File: src/rtl/unit_cmd_dispatcher_pkg.sv
// Shared types and constants for the command dispatcher and its per-unit trackers.
package unit_cmd_dispatcher_pkg;

  localparam int unsigned NUM_UNITS_MAX    = 15;
  localparam int unsigned DEFAULT_BCAST_ID = 15;

  typedef enum logic [1:0] {
    UNIT_IDLE      = 2'd0,
    UNIT_FETCH     = 2'd1,
    UNIT_COMPUTE   = 2'd2,
    UNIT_WRITEBACK = 2'd3
  } unit_state_t;

  typedef enum logic [2:0] {
    OP_NOP   = 3'd0,
    OP_LOAD  = 3'd1,
    OP_STORE = 3'd2,
    OP_COMP  = 3'd3,
    OP_SYNC  = 3'd4
  } operation_code_t;

  typedef enum logic [2:0] {
    COMP_ADD  = 3'd0,
    COMP_SUB  = 3'd1,
    COMP_MUL  = 3'd2,
    COMP_MAC  = 3'd3,
    COMP_AND  = 3'd4,
    COMP_OR   = 3'd5,
    COMP_XOR  = 3'd6,
    COMP_PASS = 3'd7
  } computation_type_t;

  typedef enum logic [1:0] {
    ERR_NONE = 2'd0,
    ERR_OP   = 2'd1,
    ERR_UNIT = 2'd2,
    ERR_DONE = 2'd3
  } err_code_t;

  function automatic logic is_valid_op(logic [2:0] op);
    return op <= OP_SYNC;
  endfunction

endpackage

File: src/rtl/unit_cmd_dispatcher_if.sv
// Host packet port plus processing-unit command/status bus of the dispatcher.
interface unit_cmd_dispatcher_if
  import unit_cmd_dispatcher_pkg::*;
#(
  parameter int unsigned NUM_UNITS     = 4,
  parameter int unsigned UNIT_ID_WIDTH = 4,
  parameter int unsigned CNT_WIDTH     = 16
);
  logic                     pkt_valid;
  logic                     pkt_ready;
  logic [UNIT_ID_WIDTH-1:0] pkt_unit_id;
  logic [2:0]               pkt_op;
  logic [2:0]               pkt_comp;
  logic [NUM_UNITS-1:0]     cmd_valid;
  logic [NUM_UNITS-1:0]     cmd_ready;
  logic [3*NUM_UNITS-1:0]   cmd_op;
  logic [3*NUM_UNITS-1:0]   cmd_comp;
  logic [NUM_UNITS-1:0]     unit_done;
  logic [2*NUM_UNITS-1:0]   unit_state;
  logic                     retire_pulse;
  logic                     sync_done;
  logic                     err_valid;
  err_code_t                err_code;
  logic [CNT_WIDTH-1:0]     retire_count;

  modport master (
    output pkt_valid, pkt_unit_id, pkt_op, pkt_comp, cmd_ready, unit_done,
    input  pkt_ready, cmd_valid, cmd_op, cmd_comp, unit_state, retire_pulse, sync_done,
           err_valid, err_code, retire_count
  );

  modport slave (
    input  pkt_valid, pkt_unit_id, pkt_op, pkt_comp, cmd_ready, unit_done,
    output pkt_ready, cmd_valid, cmd_op, cmd_comp, unit_state, retire_pulse, sync_done,
           err_valid, err_code, retire_count
  );

endinterface

File: src/rtl/unit_cmd_dispatcher_tracker.sv
// Per-unit IDLE/FETCH/COMPUTE/WRITEBACK tracker holding the unit's current command.
module unit_cmd_tracker
  import unit_cmd_dispatcher_pkg::*;
(
  input  logic        i_clk,
  input  logic        i_rst_n,
  input  logic        i_load,
  input  logic [2:0]  i_op,
  input  logic [2:0]  i_comp,
  input  logic        i_cmd_ready,
  input  logic        i_unit_done,
  output unit_state_t o_state,
  output logic        o_cmd_valid,
  output logic [2:0]  o_cmd_op,
  output logic [2:0]  o_cmd_comp,
  output logic        o_spurious
);

  unit_state_t r_state, w_state_d;
  logic [2:0]  r_op, r_comp;

  always_ff @(posedge i_clk or negedge i_rst_n) begin
    if (!i_rst_n) begin
      r_state <= UNIT_IDLE;
      r_op    <= '0;
      r_comp  <= '0;
    end else begin
      r_state <= w_state_d;
      if (i_load) begin
        r_op   <= i_op;
        r_comp <= i_comp;
      end
    end
  end

  always_comb begin
    w_state_d = r_state;
    unique case (r_state)
      UNIT_IDLE:      if (i_load)      w_state_d = UNIT_FETCH;
      UNIT_FETCH:     if (i_cmd_ready) w_state_d = UNIT_COMPUTE;
      UNIT_COMPUTE:   if (i_unit_done) w_state_d = UNIT_WRITEBACK;
      UNIT_WRITEBACK:                  w_state_d = UNIT_IDLE;
      default:                         w_state_d = UNIT_IDLE;
    endcase
  end

  assign o_state     = r_state;
  assign o_cmd_valid = (r_state == UNIT_FETCH);
  assign o_cmd_op    = r_op;
  assign o_cmd_comp  = r_comp;
  assign o_spurious  = i_unit_done && (r_state != UNIT_COMPUTE);

endmodule

File: src/rtl/unit_cmd_dispatcher.sv
// Routes host control packets through a one-entry holding register to NUM_UNITS trackers.
module unit_cmd_dispatcher
  import unit_cmd_dispatcher_pkg::*;
#(
  parameter int unsigned NUM_UNITS     = 4,
  parameter int unsigned UNIT_ID_WIDTH = 4,
  parameter int unsigned BCAST_ID      = DEFAULT_BCAST_ID,
  parameter int unsigned CNT_WIDTH     = 16
) (
  input logic                  i_clk,
  input logic                  i_rst_n,
  unit_cmd_dispatcher_if.slave bus
);

  logic                     r_hold_full;
  logic [UNIT_ID_WIDTH-1:0] r_hold_uid;
  logic [2:0]               r_hold_op, r_hold_comp;
  logic                     r_err_valid, w_err_valid_d;
  err_code_t                r_err_code, w_err_code_d;
  logic [CNT_WIDTH-1:0]     r_retire_count, w_retire_inc;

  logic [NUM_UNITS-1:0] w_idle, w_wb, w_sel, w_load, w_spurious, w_cmd_valid;
  unit_state_t          w_state    [NUM_UNITS];
  logic [2:0]           w_cmd_op   [NUM_UNITS];
  logic [2:0]           w_cmd_comp [NUM_UNITS];

  int unsigned w_uid;
  logic w_bad_op, w_bad_unit, w_bcast, w_is_cmd, w_all_idle, w_target_idle;
  logic w_consume, w_accept, w_sync_fire;

  assign w_uid         = 32'(r_hold_uid);
  assign w_bad_op      = !is_valid_op(r_hold_op);
  assign w_bcast       = (w_uid == BCAST_ID);
  assign w_bad_unit    = (w_uid >= NUM_UNITS) && !w_bcast;
  assign w_is_cmd      = (r_hold_op == OP_LOAD) || (r_hold_op == OP_STORE) || (r_hold_op == OP_COMP);
  assign w_all_idle    = &w_idle;
  assign w_target_idle = |(w_sel & w_idle);

  // Decision uses only registered state, so pkt_ready never depends on pkt_valid.
  always_comb begin
    w_consume = 1'b0;
    if (r_hold_full) begin
      if (w_bad_op || w_bad_unit || (r_hold_op == OP_NOP)) w_consume = 1'b1;
      else if ((r_hold_op == OP_SYNC) || w_bcast)          w_consume = w_all_idle;
      else                                                 w_consume = w_target_idle;
    end
  end

  assign w_load      = (w_consume && w_is_cmd && !w_bad_unit) ? (w_bcast ? '1 : w_sel) : '0;
  assign w_sync_fire = r_hold_full && (r_hold_op == OP_SYNC) && !w_bad_unit && w_all_idle;
  assign w_accept    = bus.pkt_valid && bus.pkt_ready;

  // Packet errors win; a coincident spurious done is dropped.
  always_comb begin
    w_err_code_d = ERR_NONE;
    if (r_hold_full && w_bad_op)        w_err_code_d = ERR_OP;
    else if (r_hold_full && w_bad_unit) w_err_code_d = ERR_UNIT;
    else if (|w_spurious)               w_err_code_d = ERR_DONE;
    w_err_valid_d = (w_err_code_d != ERR_NONE);
  end

  always_comb begin
    w_retire_inc = '0;
    for (int i = 0; i < NUM_UNITS; i++) w_retire_inc += CNT_WIDTH'(w_wb[i]);
  end

  always_ff @(posedge i_clk or negedge i_rst_n) begin
    if (!i_rst_n) begin
      r_hold_full    <= 1'b0;
      r_hold_uid     <= '0;
      r_hold_op      <= '0;
      r_hold_comp    <= '0;
      r_err_valid    <= 1'b0;
      r_err_code     <= ERR_NONE;
      r_retire_count <= '0;
    end else begin
      if (w_accept) begin
        r_hold_full <= 1'b1;
        r_hold_uid  <= bus.pkt_unit_id;
        r_hold_op   <= bus.pkt_op;
        r_hold_comp <= bus.pkt_comp;
      end else if (w_consume) begin
        r_hold_full <= 1'b0;
      end
      r_err_valid    <= w_err_valid_d;
      r_err_code     <= w_err_code_d;
      r_retire_count <= r_retire_count + w_retire_inc;
    end
  end

  for (genvar i = 0; i < NUM_UNITS; i++) begin : g_unit
    assign w_sel[i]  = (w_uid == i);
    assign w_idle[i] = (w_state[i] == UNIT_IDLE);
    assign w_wb[i]   = (w_state[i] == UNIT_WRITEBACK);

    unit_cmd_tracker u_tracker (
      .i_clk       (i_clk),
      .i_rst_n     (i_rst_n),
      .i_load      (w_load[i]),
      .i_op        (r_hold_op),
      .i_comp      (r_hold_comp),
      .i_cmd_ready (bus.cmd_ready[i]),
      .i_unit_done (bus.unit_done[i]),
      .o_state     (w_state[i]),
      .o_cmd_valid (w_cmd_valid[i]),
      .o_cmd_op    (w_cmd_op[i]),
      .o_cmd_comp  (w_cmd_comp[i]),
      .o_spurious  (w_spurious[i])
    );
  end

  always_comb begin
    bus.cmd_op     = '0;
    bus.cmd_comp   = '0;
    bus.unit_state = '0;
    for (int i = 0; i < NUM_UNITS; i++) begin
      bus.cmd_op[3*i +: 3]     = w_cmd_op[i];
      bus.cmd_comp[3*i +: 3]   = w_cmd_comp[i];
      bus.unit_state[2*i +: 2] = w_state[i];
    end
  end

  assign bus.pkt_ready    = !r_hold_full || w_consume;
  assign bus.cmd_valid    = w_cmd_valid;
  assign bus.retire_pulse = |w_wb;
  assign bus.sync_done    = w_sync_fire;
  assign bus.err_valid    = r_err_valid;
  assign bus.err_code     = r_err_code;
  assign bus.retire_count = r_retire_count;

endmodule

File: src/flat_wrapper.sv
// flat-port wrapper written by rule: the top's interface ports become plain ports
module unit_cmd_dispatcher_flat import unit_cmd_dispatcher_pkg::*;
#(
  parameter int unsigned NUM_UNITS     = 4,
  parameter int unsigned UNIT_ID_WIDTH = 4,
  parameter int unsigned BCAST_ID      = DEFAULT_BCAST_ID,
  parameter int unsigned CNT_WIDTH     = 16
)
  (i_clk, i_rst_n, bus_pkt_valid, bus_pkt_unit_id, bus_pkt_op, bus_pkt_comp, bus_cmd_ready, bus_unit_done, bus_pkt_ready, bus_cmd_valid, bus_cmd_op, bus_cmd_comp, bus_unit_state, bus_retire_pulse, bus_sync_done, bus_err_valid, bus_err_code, bus_retire_count);
  unit_cmd_dispatcher_if #(.NUM_UNITS(NUM_UNITS), .UNIT_ID_WIDTH(UNIT_ID_WIDTH), .CNT_WIDTH(CNT_WIDTH)) bus_i ();
  input logic i_clk;
  input logic i_rst_n;
  input wire logic [$bits(bus_i.pkt_valid)-1:0] bus_pkt_valid;
  input wire logic [$bits(bus_i.pkt_unit_id)-1:0] bus_pkt_unit_id;
  input wire logic [$bits(bus_i.pkt_op)-1:0] bus_pkt_op;
  input wire logic [$bits(bus_i.pkt_comp)-1:0] bus_pkt_comp;
  input wire logic [$bits(bus_i.cmd_ready)-1:0] bus_cmd_ready;
  input wire logic [$bits(bus_i.unit_done)-1:0] bus_unit_done;
  output wire logic [$bits(bus_i.pkt_ready)-1:0] bus_pkt_ready;
  output wire logic [$bits(bus_i.cmd_valid)-1:0] bus_cmd_valid;
  output wire logic [$bits(bus_i.cmd_op)-1:0] bus_cmd_op;
  output wire logic [$bits(bus_i.cmd_comp)-1:0] bus_cmd_comp;
  output wire logic [$bits(bus_i.unit_state)-1:0] bus_unit_state;
  output wire logic [$bits(bus_i.retire_pulse)-1:0] bus_retire_pulse;
  output wire logic [$bits(bus_i.sync_done)-1:0] bus_sync_done;
  output wire logic [$bits(bus_i.err_valid)-1:0] bus_err_valid;
  output wire logic [$bits(bus_i.err_code)-1:0] bus_err_code;
  output wire logic [$bits(bus_i.retire_count)-1:0] bus_retire_count;
  assign bus_i.pkt_valid = bus_pkt_valid;
  assign bus_i.pkt_unit_id = bus_pkt_unit_id;
  assign bus_i.pkt_op = bus_pkt_op;
  assign bus_i.pkt_comp = bus_pkt_comp;
  assign bus_i.cmd_ready = bus_cmd_ready;
  assign bus_i.unit_done = bus_unit_done;
  assign bus_pkt_ready = bus_i.pkt_ready;
  assign bus_cmd_valid = bus_i.cmd_valid;
  assign bus_cmd_op = bus_i.cmd_op;
  assign bus_cmd_comp = bus_i.cmd_comp;
  assign bus_unit_state = bus_i.unit_state;
  assign bus_retire_pulse = bus_i.retire_pulse;
  assign bus_sync_done = bus_i.sync_done;
  assign bus_err_valid = bus_i.err_valid;
  assign bus_err_code = bus_i.err_code;
  assign bus_retire_count = bus_i.retire_count;
  unit_cmd_dispatcher #(.NUM_UNITS(NUM_UNITS), .UNIT_ID_WIDTH(UNIT_ID_WIDTH), .BCAST_ID(BCAST_ID), .CNT_WIDTH(CNT_WIDTH)) u_core (.i_clk(i_clk), .i_rst_n(i_rst_n), .bus(bus_i));
endmodule
File: config.mk
export PLATFORM = sky130hd
export DESIGN_NAME = unit_cmd_dispatcher_flat
export DESIGN_NICKNAME = d
export VERILOG_FILES = /design/src/rtl/unit_cmd_dispatcher_pkg.sv /design/src/rtl/unit_cmd_dispatcher_if.sv /design/src/rtl/unit_cmd_dispatcher_tracker.sv /design/src/rtl/unit_cmd_dispatcher.sv /design/src/flat_wrapper.sv
export SDC_FILE = /design/constraint.sdc
export NUM_CORES = 1
export LEC_CHECK = 0
export BUFFER_PORTS_ARGS = -buffer_cell sky130_fd_sc_hd__buf_4
export CORE_ASPECT_RATIO = 0.9
export CORE_MARGIN = 4
export CORE_UTILIZATION = 45
export DETAILED_ROUTE_END_ITERATION = 12
export PLACE_DENSITY = 0.83
export REMOVE_ABC_BUFFERS = 1
export SYNTH_ARGS = -nofsm -noshare
export SYNTH_HDL_FRONTEND = slang
export SYNTH_SLANG_ARGS = --single-unit
File: constraint.sdc
create_clock -name i_clk -period 3 [get_ports i_clk]
set_input_delay 0.6 -clock i_clk [delete_from_list [all_inputs] [get_ports i_clk]]
set_output_delay 0.6 -clock i_clk [all_outputs]
set_load 0.01 [all_outputs]
==> results.yml <==
run_status:
  status: "complete, no violations"
place:
  hpwl_um: 5022
  numPortBuffers: 78
  post-place-ws_ps: -19.84
  place_congestion: 0.7755
detailed_routing:
  drtAntennaViolNets: 0
  routedWlPerCell_um: 14.82
  wirelength_um: 6698
  drt-initial-drc-count: 91
  drt-pass1-iter-count: 6
  vias_per_cell: 4.978
  via_count: 2250
  drc: 0
synth:
  synth_area_leaders: "dfrtp_1 (48%), mux2_2 (10%), ha_1 (10%)"
  synth_ff_type: "dfrtp_1"
  synth.distinct_cells: 48
  synth_area_per_cell_um2: 12.15
  synth_warnings: 0
  yosysTopAreaCell: "dfrtp_1"
  ys_seq_elements: 62
  synthCells: 266
  seq_area_frac_synth_pct: 48.02
  syn_area_um2: 3231
  netlist.area_leader.share_pct: 48.02
  async_reset_ff_share_pct: 100.0
  synth-edff-count: 0
setup_path:
  required_ps: 3210
  regToRegStartpoint: "u_core.g_unit[1].u_tracker.o_state[0]"
  crit_path_max_fanout: 4
  cp-start-kind: "register"
  r2r_cells: 14
  path_common_cell: "inv_1"
  rr_endpoint: "u_core.bus.retire_count[12]"
  crit_chain: "ha_1 -> ha_1 -> inv_1 -> fa_1 -> inv_1 -> ha_1 -> inv_1 -> fa_2 -> inv_1 -> a21o_1 -> nand2_2 -> nor2_4 -> nand3_1 -> xnor2_1"
  r2r_slack_ps: 170
  max_stage_delay_ps: 410
  crit_path_end_kind: "register"
  critical_path_arrival_ps: 3040
  slowest_stage: "fa_1"
  crit_type: "reg2reg"
sta:
  slew_violations: 0
  fmax_ghz: 0.3535
  rsz0062_at_grt: "false"
  hold_viol_final: 0
  clock_skew_ps: 10.02
  final.period_utilization_pct: 94.29
  max-slew-margin-rel_pct: 47.64
  period_needed_ps: 2829
  tightest_slew_ps: 785.4
  finalSetupViolCount: 0
  final.setup.worst_slack_ps: 171.3
grt:
  grt_pass1_vias: 2298
  grt_usage_pct: 16.42
  grt_max_degree: 63
  grt_pass1_wl_um: 11070
  grt-ovfl-total: 0
  antenna_found_initial: 0
cts:
  cts.sinks: 62
  numCtsBuffers: 9
  clk_path_buf_depth: 2
  hold_buffers: 0
  clockRootBuffer: "clkbuf_8"
  clk_pin_slew_ps: 70
  insertion_delay_ps: 340
  cts_htree_levels: 3
  cts_tree: "done"
cells_and_area:
  final_common_cell: "buf_4"
  area_growth_pct: 27.96
  antennaDiodeCount: 0
  layout.nets: 403
  drive_above_1_share_pct: 41.78
  mostFrequentLayoutCells: "buf_4 (85), dfrtp_1 (62), inv_1 (30)"
die:
  start_util_pct: 46.13
  core.rowCount: 29
  chipWidth_um: 97.31
  design.core.area_um2: 7003
  io_pins: 79
  fp.dieH_um: 88.38
  fp.dieArea_um2: 8600
power_and_ir_drop:
  p_leak_nw: 2.143
  powerDensity_nw_per_um2: 888.7
  power_mw: 3.674
  peakVddDrop_mv: 0.4180
hold_path:
  hp-class: "in2async"
flow_run:
  max_cap_viol_count: 0
-- state kept, by name, summed over array words and instances (netlist names) --
signal and flops:
u_core.g_unit.u_tracker.o_cmd_comp 12, u_core.r_hold_full 1, u_core.bus.err_valid 1, u_core.g_unit.u_tracker.o_state 8, u_core.bus.err_code 2, u_core.g_unit.u_tracker.o_cmd_op 12, u_core.bus.retire_count 16, u_core.r_hold_op 3
u_core.r_hold_comp 3, u_core.r_hold_uid 4
-- what timing repair did --
action,in CTS,in global routing
setup endpoints to repair,2,2
setup buffers,0,1
resized for setup,1,4
pin swaps,0,2
-- synth_stat cells (2+ instances only) --
library cell  number
a21o_1             3
a21oi_1            2
a22oi_1            2
and3_1             4
buf_4              7
dfrtp_1           62
fa_1               2
ha_1              26
inv_1             30
mux2_1             5
mux2_2            29
mux2_4             2
mux2i_1            4
nand2_1           11
nand2b_1           2
nand3_1            8
nand3_2            2
nand4_1            4
nor2_1            12
nor2b_1            3
nor3_1             2
nor3_2             2
nor4_4             2
o21ai_0            3
o21ai_2            2
xnor2_1            9
xor2_1             5
-- stage by stage --
stage               hold WS, ps  cell area [µm²]  utilization, %  std cells  TNS [ps]
floorplan                 304.4             3167               -        258         0
global placement          469.9             3914           55.89        435         0
detailed placement        469.7             3914           55.89        435    -26.27
CTS                       363.7             4114           58.75        451         0
global route              395.7             4134           59.03        452         0
finish                    349.5             4134           59.03        452         0
-- report_power, final --
part | switching (mW) | internal [mW]
combinational | 0.819 | 0.859
clock | 0.348 | 0.386
sequential | 0.191 | 1.07
-- layer usage --
| metal | GRT usage [%] | vias up | part of all wire (%) | wire length (µm) |
|---|---|---|---|---|
| met5 | 0 | - | 0 | 0 |
| met2 | 26.57 | 62 | 49 | 3277 |
| met1 | 21.13 | 1106 | 44 | 2966 |
| met4 | 7.547 | 0 | 1.3 | 89 |
| met3 | 4.177 | 8 | 5.4 | 365 |
| li1 | - | 1074 | - | - |
-- final cells by class --
| type | instances | area (µm²) |
|---|---|---|
| repair buffers | 85 | 638.1 |
| multi-input cells | 166 | 1518 |
| flip-flops and latches | 62 | 1551 |
| clock buffers | 9 | 123.9 |
| inverters | 30 | 112.6 |
| clock inverters | 7 | 73.82 |
| well taps | 93 | 116.4 |
| fillers | 601 | 2869 |
-- critical path: cells and delay by family, from the launching register on --
family          cells  cell delay, ps
simple gates        3             310
fa+ha+maj           5            1440
flops               1             380
buf+inv             4             270
compound gates      1             180
xor+xnor            1             140
-- cells by family after synthesis --
group	share of synthesized area, %
fa+ha+maj	11.31
buf+inv	5.461
simple gates	12.35
mux	14.02
xor+xnor	3.796
compound gates	5.035
flops	48.02
-- worst max-delay path by stage --
stage                                                startpoint                     endpoint  slack (ps)  depth (start not counted)
after CTS                 u_core.g_unit[0].u_tracker.o_state[0]  u_core.bus.retire_count[12]          30                         14
after global routing      u_core.g_unit[0].u_tracker.o_state[0]  u_core.bus.retire_count[12]          10                         14
after floorplan           u_core.g_unit[1].u_tracker.o_state[0]  u_core.bus.retire_count[12]         170                         14
final                     u_core.g_unit[1].u_tracker.o_state[0]  u_core.bus.retire_count[12]         170                         14
after detailed placement  u_core.g_unit[0].u_tracker.o_state[0]  u_core.bus.retire_count[12]         -20                         14
after global placement    u_core.g_unit[0].u_tracker.o_state[0]  u_core.bus.retire_count[14]         130                         14
Note: power is estimated with default switching activity, not from simulation.
